$ cat src/rtl/pipeline_hazard_ctrl_pkg.sv
`default_nettype none
// ============================================================================
//  Module   : pipeline_hazard_ctrl_pkg
//  Purpose  : Shared types, constants and helper functions for the pipeline
//             hazard controller (FSM state enum, forward-select enum, counter
//             width, register-match helpers).
//  Revision : 1.0  initial release
// ============================================================================
package pipeline_hazard_ctrl_pkg;

    localparam int COUNTER_WIDTH = 16;

    typedef enum logic [0:0] {
        ST_RUN      = 1'b0,
        ST_MEM_WAIT = 1'b1
    } state_e;

    typedef enum logic [1:0] {
        FWD_REG = 2'b00,
        FWD_WB  = 2'b01,
        FWD_MEM = 2'b10
    } fwd_e;

    // A nonzero destination that matches either ID source register.
    // Register $0 is hardwired, so it can never create a dependency.
    function automatic logic reg_hit(input logic [4:0] dst,
                                     input logic [4:0] rs,
                                     input logic [4:0] rt);
        return (dst != 5'd0) && ((dst == rs) || (dst == rt));
    endfunction

    // Operand source select; the younger EX/MEM result wins over MEM/WB.
    function automatic fwd_e fwd_sel(input logic       mem_we,
                                     input logic [4:0] mem_dst,
                                     input logic       wb_we,
                                     input logic [4:0] wb_dst,
                                     input logic [4:0] src);
        if (mem_we && (mem_dst != 5'd0) && (mem_dst == src)) begin
            return FWD_MEM;
        end
        if (wb_we && (wb_dst != 5'd0) && (wb_dst == src)) begin
            return FWD_WB;
        end
        return FWD_REG;
    endfunction

endpackage
`default_nettype wire

$ cat src/rtl/pipeline_hazard_ctrl_sat_counter.sv
`default_nettype none
// ============================================================================
//  Module   : sat_counter
//  Purpose  : Saturating up-counter used for the hazard performance counters.
//  Ports    : clk      - clock
//             reset    - asynchronous active-low reset, clears the count
//             inc_i    - increment request for this cycle
//             count_o  - current count, sticks at all-ones
//  Revision : 1.0  initial release
// ============================================================================
module sat_counter
    import pipeline_hazard_ctrl_pkg::*;
#(
    parameter int WIDTH = COUNTER_WIDTH
) (
    input  logic             clk,
    input  logic             reset,
    input  logic             inc_i,
    output logic [WIDTH-1:0] count_o
);

    logic [WIDTH-1:0] count_q;
    logic [WIDTH-1:0] count_d;

    always_comb begin
        count_d = count_q;
        if (inc_i && (count_q != {WIDTH{1'b1}})) begin
            count_d = count_q + {{(WIDTH-1){1'b0}}, 1'b1};
        end
    end

    always_ff @(posedge clk or negedge reset) begin
        if (!reset) begin
            count_q <= '0;
        end else begin
            count_q <= count_d;
        end
    end

    assign count_o = count_q;

endmodule
`default_nettype wire

$ cat src/rtl/pipeline_hazard_ctrl.sv
`default_nettype none
// ============================================================================
//  Module   : pipeline_hazard_ctrl
//  Purpose  : Hazard controller for a 5-stage pipeline: memory-wait freeze,
//             branch flush, load-use (or full RAW, without forwarding) stall,
//             ALU operand forwarding and stall/flush performance counters.
//  Ports    : clk, reset (async active-low)
//             idRs/idRt, exRs/exRt            - source registers in ID / EX
//             exRegWrite/exMemRead/exRegWriteAddress   - ID/EX controls
//             memRegWrite/memReq/memRegWriteAddress    - EX/MEM controls
//             wbRegWrite/wbRegWriteAddress             - MEM/WB controls
//             memReady, branchTaken                    - status inputs
//             pcWrite, ifIdWrite, ifIdFlush, idExFlush, idExHold,
//             exMemHold, memWbBubble                   - pipeline controls
//             forwardA/forwardB                        - ALU operand select
//             stallCount/flushCount                    - perf counters
//  Config   : FORWARDING_EN - enables EX/MEM and MEM/WB forwarding; when
//             undefined, forwards are tied to register-file and every
//             in-flight RAW dependency stalls instead.
//  Revision : 1.0  initial release
// ============================================================================
module pipeline_hazard_ctrl
    import pipeline_hazard_ctrl_pkg::*;
(
    input  logic                     clk,
    input  logic                     reset,
    input  logic [4:0]               idRs,
    input  logic [4:0]               idRt,
    input  logic [4:0]               exRs,
    input  logic [4:0]               exRt,
    input  logic                     exRegWrite,
    input  logic                     exMemRead,
    input  logic [4:0]               exRegWriteAddress,
    input  logic                     memRegWrite,
    input  logic                     memReq,
    input  logic [4:0]               memRegWriteAddress,
    input  logic                     wbRegWrite,
    input  logic [4:0]               wbRegWriteAddress,
    input  logic                     memReady,
    input  logic                     branchTaken,
    output logic                     pcWrite,
    output logic                     ifIdWrite,
    output logic                     ifIdFlush,
    output logic                     idExFlush,
    output logic                     idExHold,
    output logic                     exMemHold,
    output logic                     memWbBubble,
    output logic [1:0]               forwardA,
    output logic [1:0]               forwardB,
    output logic [COUNTER_WIDTH-1:0] stallCount,
    output logic [COUNTER_WIDTH-1:0] flushCount
);

    state_e state_q;
    state_e state_d;

    logic   w_freeze;
    logic   w_flush;
    logic   w_stall_hit;
    logic   w_load_use;
    fwd_e   w_fwd_a;
    fwd_e   w_fwd_b;

    // Freeze is purely combinational so the cycle memReady rises already
    // advances the pipeline, whichever FSM state we are in.
    assign w_freeze = memReq & ~memReady;
    assign w_flush  = branchTaken & ~w_freeze;

`ifdef FORWARDING_EN
    // Only a load in EX cannot be forwarded in time.
    assign w_stall_hit = exMemRead & reg_hit(exRegWriteAddress, idRs, idRt);

    assign w_fwd_a = fwd_sel(memRegWrite, memRegWriteAddress,
                             wbRegWrite, wbRegWriteAddress, exRs);
    assign w_fwd_b = fwd_sel(memRegWrite, memRegWriteAddress,
                             wbRegWrite, wbRegWriteAddress, exRt);

    logic w_unused;
    assign w_unused = exRegWrite;
`else
    // No bypass paths: any younger producer still in EX or MEM must drain.
    // WB is excluded because the register file writes in the first half.
    assign w_stall_hit = ((exMemRead | exRegWrite)
                          & reg_hit(exRegWriteAddress, idRs, idRt))
                       | (memRegWrite & reg_hit(memRegWriteAddress, idRs, idRt));

    assign w_fwd_a = FWD_REG;
    assign w_fwd_b = FWD_REG;

    logic w_unused;
    assign w_unused = ^{exRs, exRt, wbRegWrite, wbRegWriteAddress};
`endif

    assign w_load_use = w_stall_hit & ~w_freeze & ~w_flush;

    // Priority: reset, freeze, flush, load-use, idle.
    always_comb begin
        pcWrite     = 1'b1;
        ifIdWrite   = 1'b1;
        ifIdFlush   = 1'b0;
        idExFlush   = 1'b0;
        idExHold    = 1'b0;
        exMemHold   = 1'b0;
        memWbBubble = 1'b0;
        forwardA    = w_fwd_a;
        forwardB    = w_fwd_b;
        if (!reset) begin
            pcWrite     = 1'b0;
            ifIdWrite   = 1'b0;
            memWbBubble = 1'b1;
            forwardA    = FWD_REG;
            forwardB    = FWD_REG;
        end else if (w_freeze) begin
            pcWrite     = 1'b0;
            ifIdWrite   = 1'b0;
            idExHold    = 1'b1;
            exMemHold   = 1'b1;
            memWbBubble = 1'b1;
        end else if (w_flush) begin
            ifIdFlush   = 1'b1;
            idExFlush   = 1'b1;
        end else if (w_load_use) begin
            pcWrite     = 1'b0;
            ifIdWrite   = 1'b0;
            idExFlush   = 1'b1;
        end
    end

    always_comb begin
        state_d = state_q;
        case (state_q)
            ST_RUN:      if (w_freeze) state_d = ST_MEM_WAIT;
            ST_MEM_WAIT: if (memReady) state_d = ST_RUN;
            default:     state_d = ST_RUN;
        endcase
    end

    always_ff @(posedge clk or negedge reset) begin
        if (!reset) begin
            state_q <= ST_RUN;
        end else begin
            state_q <= state_d;
        end
    end

    sat_counter #(.WIDTH(COUNTER_WIDTH)) u_stall_cnt (
        .clk     (clk),
        .reset   (reset),
        .inc_i   (w_freeze | w_load_use),
        .count_o (stallCount)
    );

    sat_counter #(.WIDTH(COUNTER_WIDTH)) u_flush_cnt (
        .clk     (clk),
        .reset   (reset),
        .inc_i   (w_flush),
        .count_o (flushCount)
    );

endmodule
`default_nettype wire

$ cat config.mk
export PLATFORM = sky130hd
export DESIGN_NAME = pipeline_hazard_ctrl
export DESIGN_NICKNAME = d
export VERILOG_FILES = /design/src/rtl/pipeline_hazard_ctrl_pkg.sv /design/src/rtl/pipeline_hazard_ctrl_sat_counter.sv /design/src/rtl/pipeline_hazard_ctrl.sv
export SDC_FILE = /design/constraint.sdc
export NUM_CORES = 1
export LEC_CHECK = 0
export BUFFER_PORTS_ARGS = -buffer_cell sky130_fd_sc_hd__clkbuf_2
export CORE_UTILIZATION = 50
export DETAILED_ROUTE_END_ITERATION = 16
export GPL_ROUTABILITY_DRIVEN = 0
export PLACE_DENSITY = 0.85
export SYNTH_ARGS = -nofsm -noshare
export SYNTH_HDL_FRONTEND = slang
export SYNTH_SLANG_ARGS = --single-unit
$ cat constraint.sdc
create_clock -name clk -period 3.45 [get_ports clk]
set_input_delay 0.1725 -clock clk [delete_from_list [all_inputs] [get_ports clk]]
set_output_delay 0.1725 -clock clk [all_outputs]
set_load 0.1 [all_outputs]
==> impl_metrics.sql <==
INSERT INTO impl_metrics (metric_group, metric, value, unit) VALUES
('die', 'area_of_the_die', '0.003964', 'mm^2'),
('detailed_routing', 'drt-pass1-iter-count', '4', ''),
('timing', 'final_period_minus_worst_setup_slack', '2.068', 'ns'),
('finish', 'final_cell_count_no_fill', '301', ''),
('global_routing', 'global_router_s_overall_resource_usage', '21.64', '%'),
('pwr', 'seq_power_share', '30.7', '%'),
('job', 'cap_violations', '0', ''),
('logic_synthesis', 'post-synth-top-area-cell', 'dfrtp_1', ''),
('clocking', 'clk_path_buf_depth', '2', ''),
('logic_synthesis', 'netlist_top_cells_area', 'dfrtp_1 (43%), xnor2_1 (15%), xor2_1 (8.5%)', ''),
('clocking', 'cts_tree', 'done', ''),
('die', 'core_region_area', '0.003442', 'mm^2'),
('pwr', 'max-vdd-ir-drop', '0.0008268', 'V'),
('timing', 'max_clock_freq', '483.6', 'MHz'),
('timing', 'fraction_of_the_cycle_the_final_worst_path_needs', '59.94', '%'),
('outcome', 'outcome', 'completed', ''),
('setup_path', 'critical_path_peak_fanout', '3', ''),
('finish', 'drive_above_1_share', '33.33', '%'),
('logic_synthesis', 'most_instantiated_library_cell_after_synthesis', 'dfrtp_1', ''),
('clocking', 'clk_root_buffer_cell', 'clkbuf_8', ''),
('die', 'start_util', '53.98', '%'),
('detailed_routing', 'vias_after_detailed_routing', '1542', ''),
('timing', 'grt_setup_unrepaired', 'false', ''),
('setup_path', 'timing.critical_path.to_type', 'output port', ''),
('finish', 'multi_input_gate_area', '0.001005', 'mm^2'),
('detailed_routing', 'totalWireLength', '3759', 'um'),
('logic_synthesis', 'syn_area', '0.001858', 'mm^2'),
('pwr', 'design_power_total', '0.001777', 'W'),
('clocking', 'tritoncts.num_buffers', '5', ''),
('logic_synthesis', 'synth.top_cells.by_count', 'dfrtp_1 (32), xnor2_1 (31), xor2_1 (18), nand2_1 (17), nand3_1 (16)', ''),
('die', 'io-pin-count', '87', ''),
('placed_design', 'dp.cells', '292', ''),
('placed_design', 'place.detailed.hpwl', '2933', 'um'),
('logic_synthesis', 'post_synth_inst_count', '183', ''),
('finish', 'nets_final', '300', ''),
('clocking', 'postCtsSetupRepairBufs', '0', ''),
('logic_synthesis', 'yosysSeqAreaShare', '43.10', '%'),
('setup_path', 'critical_path_launch_point_type', 'input pin', ''),
('pwr', 'p_leak', '1.124', 'nW'),
('die', 'dieWidth', '62.96', 'um'),
('pwr', 'switchingPower', '0.0009276', 'W'),
('clocking', 'clock_sinks', '32', ''),
('pwr', 'switching_share', '52.21', '%'),
('detailed_routing', 'post_drt_via_cell_ratio', '5.123', ''),
('timing', 'tns', '0', 'ns'),
('worst_hold_path', 'worstHoldPathType', 'in2async', ''),
('timing', 'fin_worst_skew', '0.004604', 'ns'),
('setup_path', 'critPathKind', 'in2out', ''),
('timing', 'slew_viol_final', '0', ''),
('timing', 'count_of_endpoints_failing_hold_in_the_final_timing_report', '0', ''),
('logic_synthesis', 'synth_area_per_cell', '10.15', 'um^2'),
('logic_synthesis', 'synth_edf_count', '0', ''),
('timing', 'max_slew.worst_pin.slew', '0.5578', 'ns'),
('logic_synthesis', 'yosysTopAreaCellShare', '43.10', '%'),
('timing', 'max_slew_margin', '62.97', '%'),
('die', 'chipHeight', '62.96', 'um'),
('clocking', 'insertion_delay', '0.28', 'ns'),
('logic_synthesis', 'ys_dominant_reg_cell', 'dfrtp_1', ''),
('die', 'floorplan.rows', '21', ''),
('logic_synthesis', 'asyncSetResetFlopFracSynth', '100.0', '%'),
('finish', 'core_utilization_of_the_finished_layout', '68.12', '%'),
('finish', 'layout_overhead_on_the_synthesized_area', '26.20', '%'),
('finish', 'fillCellCount', '276', ''),
('global_routing', 'grt_pass1_vias', '1433', ''),
('detailed_routing', 'antenna_left', '0', ''),
('global_routing', 'grt_start_max_net_pins', '24', ''),
('global_routing', 'globalRoute.totalOverflow', '0', ''),
('clocking', 'cts_htree_levels', '2', ''),
('finish', 'n_antenna_cell', '0', ''),
('clocking', 'clk_pin_slew', '0.07', 'ns'),
('setup_path', 'worst_path_arrival', '1.90', 'ns');
repair_timing:
item	in CTS	in global routing
hold buffers	1	0
hold endpoints to repair	9	0
gates resized for setup	0	0
setup endpoints to repair	0	0
power groups by stage:
stage | Combinational [W] | Clock (W) | Sequential [W]
floorplan | 0.000210 | 0 | 0.00104
global placement | 0.000836 | 0 | 0.000549
detailed placement | 0.000844 | 0 | 0.000552
CTS | 0.000847 | 0.000398 | 0.000546
global route | 0.000881 | 0.000420 | 0.000559
finish | 0.000843 | 0.000389 | 0.000545
layout by cell type, fill, tap and decap left out, drive strengths merged, types with 2 or more instances in the layout:
cell type  synthesis  routed
xor2              18      18
nand3             16      16
nor4               2       2
nand2             17      17
dfrtp             32      32
nand4             12      12
and3               3       3
xnor2             31      31
nor3               4       4
ha                 2       2
inv                2       2
o22ai              2       2
conb               1       4
and4               5       5
mux2               3       3
o21ai              2       2
or4                2       2
nand2b             2       2
clkbuf             0      73
nor2              15      15
per-stage QoR:
stage	area, um^2	hold WS, ns	setup WS (ns)
floorplan	1869	-0.1231	0.3103
finish	2345	0.3065	1.382
CTS	2345	0.2980	1.369
global route	2345	0.3132	1.250
global placement	2208	0.07140	1.392
detailed placement	2208	0.06800	1.374
final cells by class:
cell class              instances  area share [%]
inverters                       2          0.3202
repair buffers                 68           14.83
clock buffers                   7           4.109
flip-flops and latches         32           34.15
multi-input cells             145           42.85
clock inverters                 1           1.281
well taps                      46           2.455
sequential cells by signal, summed over array words and instances, names as in the netlist:
signal / cells
u_flush_cnt.count_o: 16
u_stall_cnt.count_o: 16
per-layer routing:
layer	vias up	global-route usage, %	share of wire (%)
li1	768	-	-
met1	716	29.17	47
met2	54	32.39	46
met3	4	4.745	5.3
met4	0	11.05	1.6
met5	-	0	0
final timing paths:
check	cells after the start	startpoint	end	slack [ns]
worst max-delay path	7	exRegWriteAddress[1]	pcWrite	1.38
worst min-delay path	2	reset	u_flush_cnt.count_o[1]	0.31
worst max register to register	7	u_stall_cnt.count_o[0]	u_stall_cnt.count_o[1]	1.40
worst min register to register	1	u_flush_cnt.count_o[10]	u_flush_cnt.count_o[10]	0.49
max in group asynchronous	3	reset	u_stall_cnt.count_o[14]	2.55
min in group clk	4	branchTaken	u_stall_cnt.count_o[12]	0.44
logic make-up (layout without fill, tap and decap cells):
kind of cell             Yosys count  in the layout  share of synthesized area (%)
multiplexers                       3              3                          1.818
adder cells (fa/ha/maj)            2              2                          1.347
AND/OR/NAND/NOR                   79             79                          23.97
XOR/XNOR                          49             49                          23.10
buffers and inverters              9             78                          3.434
flip-flops                        32             32                          43.10
AO/OA/AOI/OAI                      8              8                          3.030
other                              1              4                         0.2018
critical path: stages:
cell	delay [ns]
clkbuf_2	0.12
or4_1	0.54
o22a_1	0.19
a2bb2oi_1	0.22
nor2_1	0.06
nor2_1	0.12
clkbuf_2	0.47
Power figures use the tool's default switching activity.
